**src/rtl/capture_pkg.sv**
```systemverilog
// rtl/capture_pkg.sv - shared widths, parameter defaults and FSM state type for capture_ctrl
package capture_pkg;

    localparam int DATA_W           = 8;
    localparam int ADDR_W           = 12;
    localparam int CAP_LEN_DEF      = 591;
    localparam int HOLDOFF_DEF      = 500_500;
    localparam int AUTO_TIMEOUT_DEF = 1_000_000;

    typedef enum logic [2:0] {
        ST_IDLE,
        ST_WAIT_TRIG,
        ST_CAPTURE,
        ST_DONE,
        ST_HOLDOFF
    } cap_state_t;

endpackage

```
**src/rtl/capture_ctrl_if.sv**
```systemverilog
// rtl/capture_ctrl_if.sv - ADC input, control and buffer write bundle of capture_ctrl
interface capture_ctrl_if;
    import capture_pkg::*;

    logic [DATA_W-1:0] adc_data;
    logic              adc_data_valid;
    logic              arm;
    logic              cont_mode;
    logic              abort;
    logic [DATA_W-1:0] trig_level;
    logic              trig_slope;
    logic              rd_done;
    logic              buf_wr;
    logic [ADDR_W-1:0] buf_addr;
    logic [DATA_W-1:0] buf_data;
    logic              busy;
    logic              cap_done;
    logic              trig_auto;

    // master: the capture controller; slave: ADC front end, host and buffer reader
    modport master (
        input  adc_data, adc_data_valid, arm, cont_mode, abort,
               trig_level, trig_slope, rd_done,
        output buf_wr, buf_addr, buf_data, busy, cap_done, trig_auto
    );

    modport slave (
        output adc_data, adc_data_valid, arm, cont_mode, abort,
               trig_level, trig_slope, rd_done,
        input  buf_wr, buf_addr, buf_data, busy, cap_done, trig_auto
    );

endinterface

```
**src/rtl/trig_detect.sv**
```systemverilog
// rtl/trig_detect.sv - level/slope latch, two-sample history and edge compare
module trig_detect
    import capture_pkg::*;
(
    input  logic              clk,
    input  logic              rst,
    input  logic              start,
    input  logic              enable,
    input  logic              valid,
    input  logic [DATA_W-1:0] data,
    input  logic [DATA_W-1:0] level_in,
    input  logic              slope_in,
    output logic              fire
);

    logic [DATA_W-1:0] level;
    logic              slope;
    logic [DATA_W-1:0] prev;
    logic              have_prev;

    // start latches the threshold and forgets history so an edge needs two fresh samples
    always_ff @(posedge clk or posedge rst) begin
        if (rst) begin
            level     <= '0;
            slope     <= 1'b0;
            prev      <= '0;
            have_prev <= 1'b0;
        end else if (start) begin
            level     <= level_in;
            slope     <= slope_in;
            prev      <= '0;
            have_prev <= 1'b0;
        end else if (enable && valid) begin
            prev      <= data;
            have_prev <= 1'b1;
        end
    end

    always_comb begin
        fire = 1'b0;
        if (enable && valid && have_prev) begin
            if (slope)
                fire = (prev >= level) && (data < level);
            else
                fire = (prev < level) && (data >= level);
        end
    end

endmodule

```
**src/rtl/capture_ctrl.sv**
```systemverilog
// rtl/capture_ctrl.sv - triggered ADC capture FSM writing CAP_LEN samples to a buffer
// Optional macro AUTO_TRIG_EN adds the auto-trigger timeout.
module capture_ctrl
    import capture_pkg::*;
#(
    parameter int CAP_LEN      = CAP_LEN_DEF,
    parameter int HOLDOFF      = HOLDOFF_DEF,
    parameter int AUTO_TIMEOUT = AUTO_TIMEOUT_DEF
) (
    input logic            adc_clk,
    input logic            rst,
    capture_ctrl_if.master bus
);

    localparam int HO_W = $clog2(HOLDOFF + 1);

    if (CAP_LEN < 2 || CAP_LEN > 4096 || HOLDOFF < 1 || AUTO_TIMEOUT < 1) begin : g_param_check
        $error("capture_ctrl: parameter out of range");
    end

    cap_state_t        state;
    logic [ADDR_W-1:0] wr_idx;
    logic [HO_W-1:0]   ho_cnt;
    logic              in_wait;
    logic              ho_last;
    logic              start;
    logic              edge_fire;
    logic              force_trig;
    logic              fire_any;

    assign in_wait  = (state == ST_WAIT_TRIG);
    assign ho_last  = (state == ST_HOLDOFF) && (ho_cnt == HO_W'(HOLDOFF - 1));
    assign start    = !bus.abort && (((state == ST_IDLE) && bus.arm) || (ho_last && bus.cont_mode));
    assign fire_any = edge_fire || force_trig;

    trig_detect u_trig (
        .clk      (adc_clk),
        .rst      (rst),
        .start    (start),
        .enable   (in_wait),
        .valid    (bus.adc_data_valid),
        .data     (bus.adc_data),
        .level_in (bus.trig_level),
        .slope_in (bus.trig_slope),
        .fire     (edge_fire)
    );

`ifdef AUTO_TRIG_EN
    localparam int TO_W = $clog2(AUTO_TIMEOUT + 1);

    logic [TO_W-1:0] to_cnt;
    logic            timed_out;

    assign timed_out  = (to_cnt == TO_W'(AUTO_TIMEOUT));
    assign force_trig = in_wait && bus.adc_data_valid && timed_out && !edge_fire;

    // saturates at the timeout so a long invalid stretch cannot wrap it
    always_ff @(posedge adc_clk or posedge rst) begin
        if (rst) begin
            to_cnt        <= '0;
            bus.trig_auto <= 1'b0;
        end else if (bus.abort) begin
            to_cnt <= '0;
        end else if (start) begin
            to_cnt        <= '0;
            bus.trig_auto <= 1'b0;
        end else if (in_wait) begin
            if (force_trig) begin
                to_cnt        <= '0;
                bus.trig_auto <= 1'b1;
            end else if (!timed_out) begin
                to_cnt <= to_cnt + TO_W'(1);
            end
        end
    end
`else
    assign force_trig    = 1'b0;
    assign bus.trig_auto = 1'b0;
`endif

    always_ff @(posedge adc_clk or posedge rst) begin
        if (rst) begin
            state        <= ST_IDLE;
            wr_idx       <= '0;
            ho_cnt       <= '0;
            bus.buf_wr   <= 1'b0;
            bus.buf_addr <= '0;
            bus.buf_data <= '0;
            bus.busy     <= 1'b0;
            bus.cap_done <= 1'b0;
        end else begin
            bus.buf_wr <= 1'b0;
            if (bus.abort) begin
                state        <= ST_IDLE;
                wr_idx       <= '0;
                ho_cnt       <= '0;
                bus.busy     <= 1'b0;
                bus.cap_done <= 1'b0;
            end else begin
                case (state)
                    ST_IDLE: begin
                        if (bus.arm) begin
                            state    <= ST_WAIT_TRIG;
                            bus.busy <= 1'b1;
                        end
                    end
                    ST_WAIT_TRIG: begin
                        if (fire_any) begin
                            bus.buf_wr   <= 1'b1;
                            bus.buf_addr <= '0;
                            bus.buf_data <= bus.adc_data;
                            wr_idx       <= ADDR_W'(1);
                            state        <= ST_CAPTURE;
                        end
                    end
                    ST_CAPTURE: begin
                        if (bus.adc_data_valid) begin
                            bus.buf_wr   <= 1'b1;
                            bus.buf_addr <= wr_idx;
                            bus.buf_data <= bus.adc_data;
                            if (wr_idx == ADDR_W'(CAP_LEN - 1)) begin
                                wr_idx       <= '0;
                                state        <= ST_DONE;
                                bus.cap_done <= 1'b1;
                            end else begin
                                wr_idx <= wr_idx + ADDR_W'(1);
                            end
                        end
                    end
                    ST_DONE: begin
                        if (bus.rd_done) begin
                            state        <= ST_HOLDOFF;
                            ho_cnt       <= '0;
                            bus.cap_done <= 1'b0;
                        end
                    end
                    ST_HOLDOFF: begin
                        if (ho_last) begin
                            ho_cnt <= '0;
                            if (bus.cont_mode) begin
                                state <= ST_WAIT_TRIG;
                            end else begin
                                state    <= ST_IDLE;
                                bus.busy <= 1'b0;
                            end
                        end else begin
                            ho_cnt <= ho_cnt + HO_W'(1);
                        end
                    end
                    default: begin
                        state    <= ST_IDLE;
                        bus.busy <= 1'b0;
                    end
                endcase
            end
        end
    end

endmodule

```
**src/flat_wrapper.sv**
```systemverilog
// flat-port wrapper written by rule: the top's interface ports become plain ports
module capture_ctrl_flat import capture_pkg::*;
#(
    parameter int CAP_LEN      = CAP_LEN_DEF,
    parameter int HOLDOFF      = HOLDOFF_DEF,
    parameter int AUTO_TIMEOUT = AUTO_TIMEOUT_DEF
)
  (adc_clk, rst, bus_adc_data, bus_adc_data_valid, bus_arm, bus_cont_mode, bus_abort, bus_trig_level, bus_trig_slope, bus_rd_done, bus_buf_wr, bus_buf_addr, bus_buf_data, bus_busy, bus_cap_done, bus_trig_auto);
  capture_ctrl_if bus_i ();
  input logic adc_clk;
  input logic rst;
  input wire logic [$bits(bus_i.adc_data)-1:0] bus_adc_data;
  input wire logic [$bits(bus_i.adc_data_valid)-1:0] bus_adc_data_valid;
  input wire logic [$bits(bus_i.arm)-1:0] bus_arm;
  input wire logic [$bits(bus_i.cont_mode)-1:0] bus_cont_mode;
  input wire logic [$bits(bus_i.abort)-1:0] bus_abort;
  input wire logic [$bits(bus_i.trig_level)-1:0] bus_trig_level;
  input wire logic [$bits(bus_i.trig_slope)-1:0] bus_trig_slope;
  input wire logic [$bits(bus_i.rd_done)-1:0] bus_rd_done;
  output wire logic [$bits(bus_i.buf_wr)-1:0] bus_buf_wr;
  output wire logic [$bits(bus_i.buf_addr)-1:0] bus_buf_addr;
  output wire logic [$bits(bus_i.buf_data)-1:0] bus_buf_data;
  output wire logic [$bits(bus_i.busy)-1:0] bus_busy;
  output wire logic [$bits(bus_i.cap_done)-1:0] bus_cap_done;
  output wire logic [$bits(bus_i.trig_auto)-1:0] bus_trig_auto;
  assign bus_i.adc_data = bus_adc_data;
  assign bus_i.adc_data_valid = bus_adc_data_valid;
  assign bus_i.arm = bus_arm;
  assign bus_i.cont_mode = bus_cont_mode;
  assign bus_i.abort = bus_abort;
  assign bus_i.trig_level = bus_trig_level;
  assign bus_i.trig_slope = bus_trig_slope;
  assign bus_i.rd_done = bus_rd_done;
  assign bus_buf_wr = bus_i.buf_wr;
  assign bus_buf_addr = bus_i.buf_addr;
  assign bus_buf_data = bus_i.buf_data;
  assign bus_busy = bus_i.busy;
  assign bus_cap_done = bus_i.cap_done;
  assign bus_trig_auto = bus_i.trig_auto;
  capture_ctrl #(.CAP_LEN(CAP_LEN), .HOLDOFF(HOLDOFF), .AUTO_TIMEOUT(AUTO_TIMEOUT)) u_core (.adc_clk(adc_clk), .rst(rst), .bus(bus_i));
endmodule
```
**config.mk**
```make
export PLATFORM = sky130hd
export DESIGN_NAME = capture_ctrl_flat
export DESIGN_NICKNAME = d
export VERILOG_FILES = /design/src/rtl/capture_pkg.sv /design/src/rtl/capture_ctrl_if.sv /design/src/rtl/trig_detect.sv /design/src/rtl/capture_ctrl.sv /design/src/flat_wrapper.sv
export SDC_FILE = /design/constraint.sdc
export NUM_CORES = 1
export LEC_CHECK = 0
export ABC_AREA = 1
export CAP_MARGIN = 5
export CORE_MARGIN = 4
export CORE_UTILIZATION = 35
export CTS_CLUSTER_SIZE = 16
export DETAILED_ROUTE_END_ITERATION = 10
export PLACE_DENSITY = 0.65
export SLEW_MARGIN = 0
export SYNTH_ARGS = -nofsm -noshare
export SYNTH_HDL_FRONTEND = slang
export SYNTH_SLANG_ARGS = --single-unit
```
**constraint.sdc**
```tcl
create_clock -name adc_clk -period 4.64 [get_ports adc_clk]
set_input_delay 0.928 -clock adc_clk [delete_from_list [all_inputs] [get_ports adc_clk]]
set_output_delay 0.928 -clock adc_clk [all_outputs]
set_load 0.005 [all_outputs]
```
==> out/qor.txt, run 1 <==
remaining antenna violation count - 0
Max Cap Viol - 0
Post-synth EDFFs - 0
H-Tree Depth - 3
most numerous cell on the critical path - nand2_1
Placed Area - 0.00493 mm²
Max VDD drop - 0.207 mV
number of global-route vias before repair - 3,920
Crit path buffers/inverters - 1
FF+latch count, synth - 75
family with the most delay on the worst path - simple AND/OR/NAND/NOR gates
Tightest Pin Transition - 610 ps
DP Wirelength - 7560 µm
Final setup viols - 0
Clk pwr share - 29.0%
PortBufs - 46
design area - 0.00522 mm²
Comb pwr share - 34.5%
CP arrival - 3310 ps
worst-case clock buffer depth - 2
critical path class - in2reg
Switching Share - 36.0%
period utilisation layout - 66.6%
reg2reg start - u_core.u_trig.level[7]
slowest CP cell - clkdlybuf4s50_1
first-pass GRT wire length - 18,100 µm
DR DRC count - 0
Crit. End Element - flip-flop
internal power - 0.00153 W
setup bufs post-CTS - 0
Synth area leaders - dfrtp_1 43%, nand2_1 12%, nand3_1 6.1%
clk slew on worst S/H paths - 60 ps
total CTS buffers - 9
r2r worst-path depth - 12
RSZ-0062 raised after global routing - no
row cnt - 40
Vias - 3,815
Post-CTS Resized - 0
CTS hold repair buffers - 0
hold path startpoint - u_core.bus.buf_addr[9]
grt total ovfl - 0
Initial DRC Count - 233
setup TNS - 0 ps
RR Endpoint - u_core.bus.buf_data[5]
RD Place Congestion - 0.883
CTS tree - done
crit-path cells - clkdlybuf4s50_1 > ha_1 > a21o_1 > nor2_1 > and2_1 > nand2_1 > nand2_1 > nand3_2 > nand2_2 > nand2_2 > nand2_1 > nand2_1
initial antenna violation count - 0
drt wl/cell - 13.4 µm
post-synthesis cell count - 560
average via count per standard cell - 4.92
Total Wirelength - 10,400 µm
Die Area - 0.0143 mm²
Nets - 646
Final Slew Violations - 0
fmax - 0.324 GHz
Final Hold Fails - 0
Core Region - 0.0121 mm²
root buf cell - clkbuf_16
Design Power - 0.00239 W
Die Wd - 119 µm
most common library cells after synthesis - 142 x nand2_1, 75 x dfrtp_1, 64 x inv_1
fraction of layout cells with a size suffix above 1 - 7.25%
clock sinks - 75
n_diodes - 0
Distinct cells, synth - 42
slew margin rel. - 59.3%
P_sw - 0.000861 W
P per Cell Area - 458 mW/mm²
Clock Latency Late Sink - 340 ps
post-synth net total - 603
Mapped Avg Cell Area - 7.77 µm²
GRT Total Usage - 15.3%
Final Skew - 7.53 ps
largest net degree at the start of global routing - 50
Area Growth Syn to Fin - 20.0%
Die H - 119 µm
Top-Level Pins - 48
Lkg Pwr - 2.46 nW
top-count cell post-synth - nand2_1
crit start category - input pin
crit-path max FO - 21
Primary FF master, synth - dfrtp_1
Async SR Flop Fraction - 100%
sequential fraction of the synthesis area - 43.1%
sequential share of power - 36.6%
Worst EP required - 4860 ps
drt first pass iters - 5
status - complete, no violations
Period minus WS final - 3090 ps
hold-critical path endpoint - u_core.bus.buf_addr[9]
worst hold path class - reg2reg
Synth top area share - 43.1%
reg-to-reg setup timing slack - 2230 ps
Hold Path Cell Cnt - 2
Ys Warns - 0
crit-path max cell delay - 470 ps
Starting Density - 35.9%
top cell type by total area after synthesis - dfrtp_1
Synth Cell Area - 0.00435 mm²
[power groups by stage]
stage	registers (W)	clock network, W	logic (W)
5_1_grt	0.000890	0.000740	0.000944
3_5_place_dp	0.000885	0	0.000820
6_report	0.000874	0.000693	0.000824
3_3_place_gp	0.000878	0	0.000790
4_1_cts	0.000874	0.000711	0.000828
2_1_floorplan	0.000863	0	0.000590
[sequential cells by signal, indices dropped and copies added (netlist names), 3 cells and up]
signal               flops
u_core.u_trig.prev       8
u_core.u_trig.level      8
u_core.wr_idx           12
u_core.ho_cnt           19
u_core.bus.buf_addr     12
u_core.bus.buf_data      8
u_core.state             3
[cells by family after synthesis]
kind of cell | synth area share, %
simple gates | 32.3
compound gates | 7.97
fa+ha+maj | 5.46
buf+inv | 8.54
mux | 0.259
flops | 43.1
xor+xnor | 2.21
other cells | 0.0862
[cell type report]
class                      count  area (µm²)
multi-input combinational    399        2100
clock buffer                   9         225
sequential                    75        1880
fill                        1253        6890
inverter                      70         263
timing repair buffer          48         475
clock inverter                 6        66.3
tap                          168         210
[metrics by stage]
stage	util, %	cells	setup WS [ps]	hold WS [ps]
floorplan	-	560	1800	453
global placement	40.7	760	1320	458
detailed placement	40.7	760	1220	462
CTS	43.1	775	1560	477
global route	43.1	775	1300	494
finish	43.1	775	1550	470
[worst max path at each step]
stage                     cells after the start                      to       startpoint
after detailed placement                     12  u_core.bus.buf_data[2]  bus_adc_data[7]
after global placement                       12  u_core.bus.buf_addr[2]  bus_adc_data[7]
after CTS                                    12  u_core.bus.buf_data[2]  bus_adc_data[7]
after global routing                         15  u_core.bus.buf_addr[0]  bus_adc_data[1]
final                                        12  u_core.bus.buf_data[5]  bus_adc_data[7]
after floorplan                               1  u_core.bus.buf_addr[0]              rst
[routing by layer]
metal | wire length (µm) | global-route usage (%) | vias up
met5 | 0 | 0 | -
met4 | 286 | 7.09 | 0
met3 | 482 | 3.68 | 23
met2 | 4830 | 24.6 | 87
met1 | 4830 | 19.6 | 1801
li1 | - | - | 1904
[layout by cell type (no fill, tap or decap), types with 2 or more instances in the layout]
cell             netlist  layout
a22o_1                 7       7
clkbuf_16              0       9
nand2_2                7       7
nand2_1              142     142
nand3_1               53      53
dfrtp_1               75      75
inv_1                 64      63
o21ai_0               21      21
o22ai_1                2       2
inv_2                  5       6
nor3_1                10      10
xor2_1                10      10
ha_1                  19      19
o21ai_1                2       2
nand3_2                2       2
nand4_1               18      18
and3_1                 2       2
a21oi_1               19      19
nor2_2                 4       4
buf_4                  6       2
clkdlybuf4s50_1        0      46
nor4_1                 3       3
nor2_1                58      58
nor3_2                 2       2
o31ai_1                2       2
nor3b_1                2       2
nand2_4                2       2
clkinvlp_4             0       3
[worst register-to-register path, delay by kind of cell (launching register included)]
kind	cells	cell delay, ps
AO/OA/AOI/OAI	1	190
buffers and inverters	1	110
flip-flops	1	370
AND/OR/NAND/NOR	9	1370
adder cells (fa/ha/maj)	1	270
No activity file was read; power rests on OpenSTA's default activity.
==> inputs of run 2 (changes only) <==
clock period = 2.9 ns   (was 4.64 ns; I/O delays follow)
==> out/qor.txt, run 2 (synthesis results as in run 1) <==
status - complete, no violations
Final Hold Fails - 0
Max VDD drop - 0.334 mV
largest net degree at the start of global routing - 76
Lkg Pwr - 2.50 nW
n_diodes - 0
Top-Level Pins - 48
crit start category - input pin
commonest non-fill, non-tap cell in the layout - nand2_1
reg-to-reg setup timing slack - 740 ps
Util after Layout - 43.5%
Nets - 651
PortBufs - 46
reg2reg start - u_core.u_trig.level[5]
Total Wirelength - 10,200 µm
average via count per standard cell - 4.87
drt first pass iters - 5
period utilisation layout - 87.2%
DP Wirelength - 7350 µm
Period minus WS final - 2530 ps
Die Wd - 119 µm
drt wl/cell - 13.1 µm
remaining antenna violation count - 0
CP arrival - 2760 ps
Max Cap Viol - 0
Worst EP required - 3130 ps
final critical-path setup slack - 370 ps
H-Tree Depth - 3
fraction of layout cells with a size suffix above 1 - 7.99%
root buf cell - clkbuf_16
most frequent cells in the layout - 142 x nand2_1, 75 x dfrtp_1, 63 x inv_1
Die Area - 0.0143 mm²
Core Region - 0.0121 mm²
r2r worst-path depth - 13
GRT Total Usage - 14.9%
Final setup viols - 0
setup TNS - 0 ps
P per Cell Area - 729 mW/mm²
number of global-route vias before repair - 3,676
crit-path max FO - 21
Post-CTS Resized - 0
worst hold path class - reg2reg
Final Non-Filler Cells - 781
# placed instances - 765
Die H - 119 µm
CTS hold repair buffers - 0
Starting Density - 35.9%
Initial DRC Count - 326
largest registers - u_core.ho_cnt x19, u_core.bus.buf_addr x12, u_core.wr_idx x12
Largest Register - u_core.ho_cnt
DR DRC count - 0
total CTS buffers - 9
CTS tree - done
CP endpoint - u_core.bus.buf_data[0]
RR Endpoint - u_core.bus.buf_data[0]
clock sinks - 75
Area Growth Syn to Fin - 21.2%
setup bufs post-CTS - 0
Crit. End Element - flip-flop
crit path from - bus_adc_data[5]
clk slew on worst S/H paths - 60 ps
row cnt - 40
grt total ovfl - 0
Vias - 3,802
RSZ-0062 raised after global routing - no
Largest register FFs - 19
RD Place Congestion - 0.855
initial antenna violation count - 0
first-pass GRT wire length - 17,300 µm
worst-case clock buffer depth - 2
fmax - 0.395 GHz
dpl ws - -20.2 ps
critical path class - in2reg
Final Skew - 6.75 ps
Design Power - 0.00384 W
Final Slew Violations - 0
Clock Latency Late Sink - 350 ps
[run 2: how the worst min path moves through the flow]
| stage | cells after the start | start | endpoint | slack (ps) |
|---|---|---|---|---|
| global placement | 2 | u_core.bus.buf_addr[1] | u_core.bus.buf_addr[1] | 460 |
| detailed placement | 2 | u_core.bus.buf_data[4] | u_core.bus.buf_data[4] | 460 |
| floorplan | 2 | u_core.u_trig.prev[0] | u_core.u_trig.prev[0] | 450 |
| CTS | 2 | u_core.bus.buf_data[4] | u_core.bus.buf_data[4] | 480 |
| global route | 2 | u_core.bus.buf_addr[10] | u_core.bus.buf_addr[10] | 500 |
| finish | 2 | u_core.bus.buf_data[4] | u_core.bus.buf_data[4] | 470 |
[run 2: final cells by class]
type	instances	area (µm²)
clock buffers	10	229
well taps	168	210
inverters	70	263
multi-input cells	399	2100
fillers	1222	6840
clock inverters	6	65.1
repair buffers	53	526
flip-flops and latches	75	1880
[run 2: metal layers]
metal  vias up  wire [µm]  track usage [%]
li1       1915          -                -
met4         0        214             6.08
met2        91       4630             23.3
met1      1777       4850             19.5
met5         -          0                0
met3        19        535             4.01
[run 2: worst max-delay path, stage by stage]
cell and delay (ps):
clkdlybuf4s50_1 490, ha_1 350, a21oi_1 150, nor2_1 50, nor2_1 150, and2_1 150
nand2_1 50, nand2_1 60, nand3_2 100, nand2_2 170, nand2_2 270, nand2_1 150
nand2_1 50
[run 2: power by group]
part | total [W] | internal [W] | leakage (nW) | switching (W)
clock network | 0.00112 | 0.000667 | 0.143 | 0.000452
registers | 0.00140 | 0.00126 | 1.01 | 0.000137
logic | 0.00133 | 0.000544 | 1.35 | 0.000784
[run 2: through the flow]
step,area [µm²],hold slack (ps)
after floorplan,4350,453
final,5270,473
after detailed placement,4980,460
after CTS,5270,476
after global placement,4980,458
after global routing,5270,497
==> inputs of run 3 (changes only) <==
GPL_ROUTABILITY_DRIVEN = 0   (was default)
==> results of run 3 <==
Same layout as run 2: the final DEF is identical, and so are final timing and power.
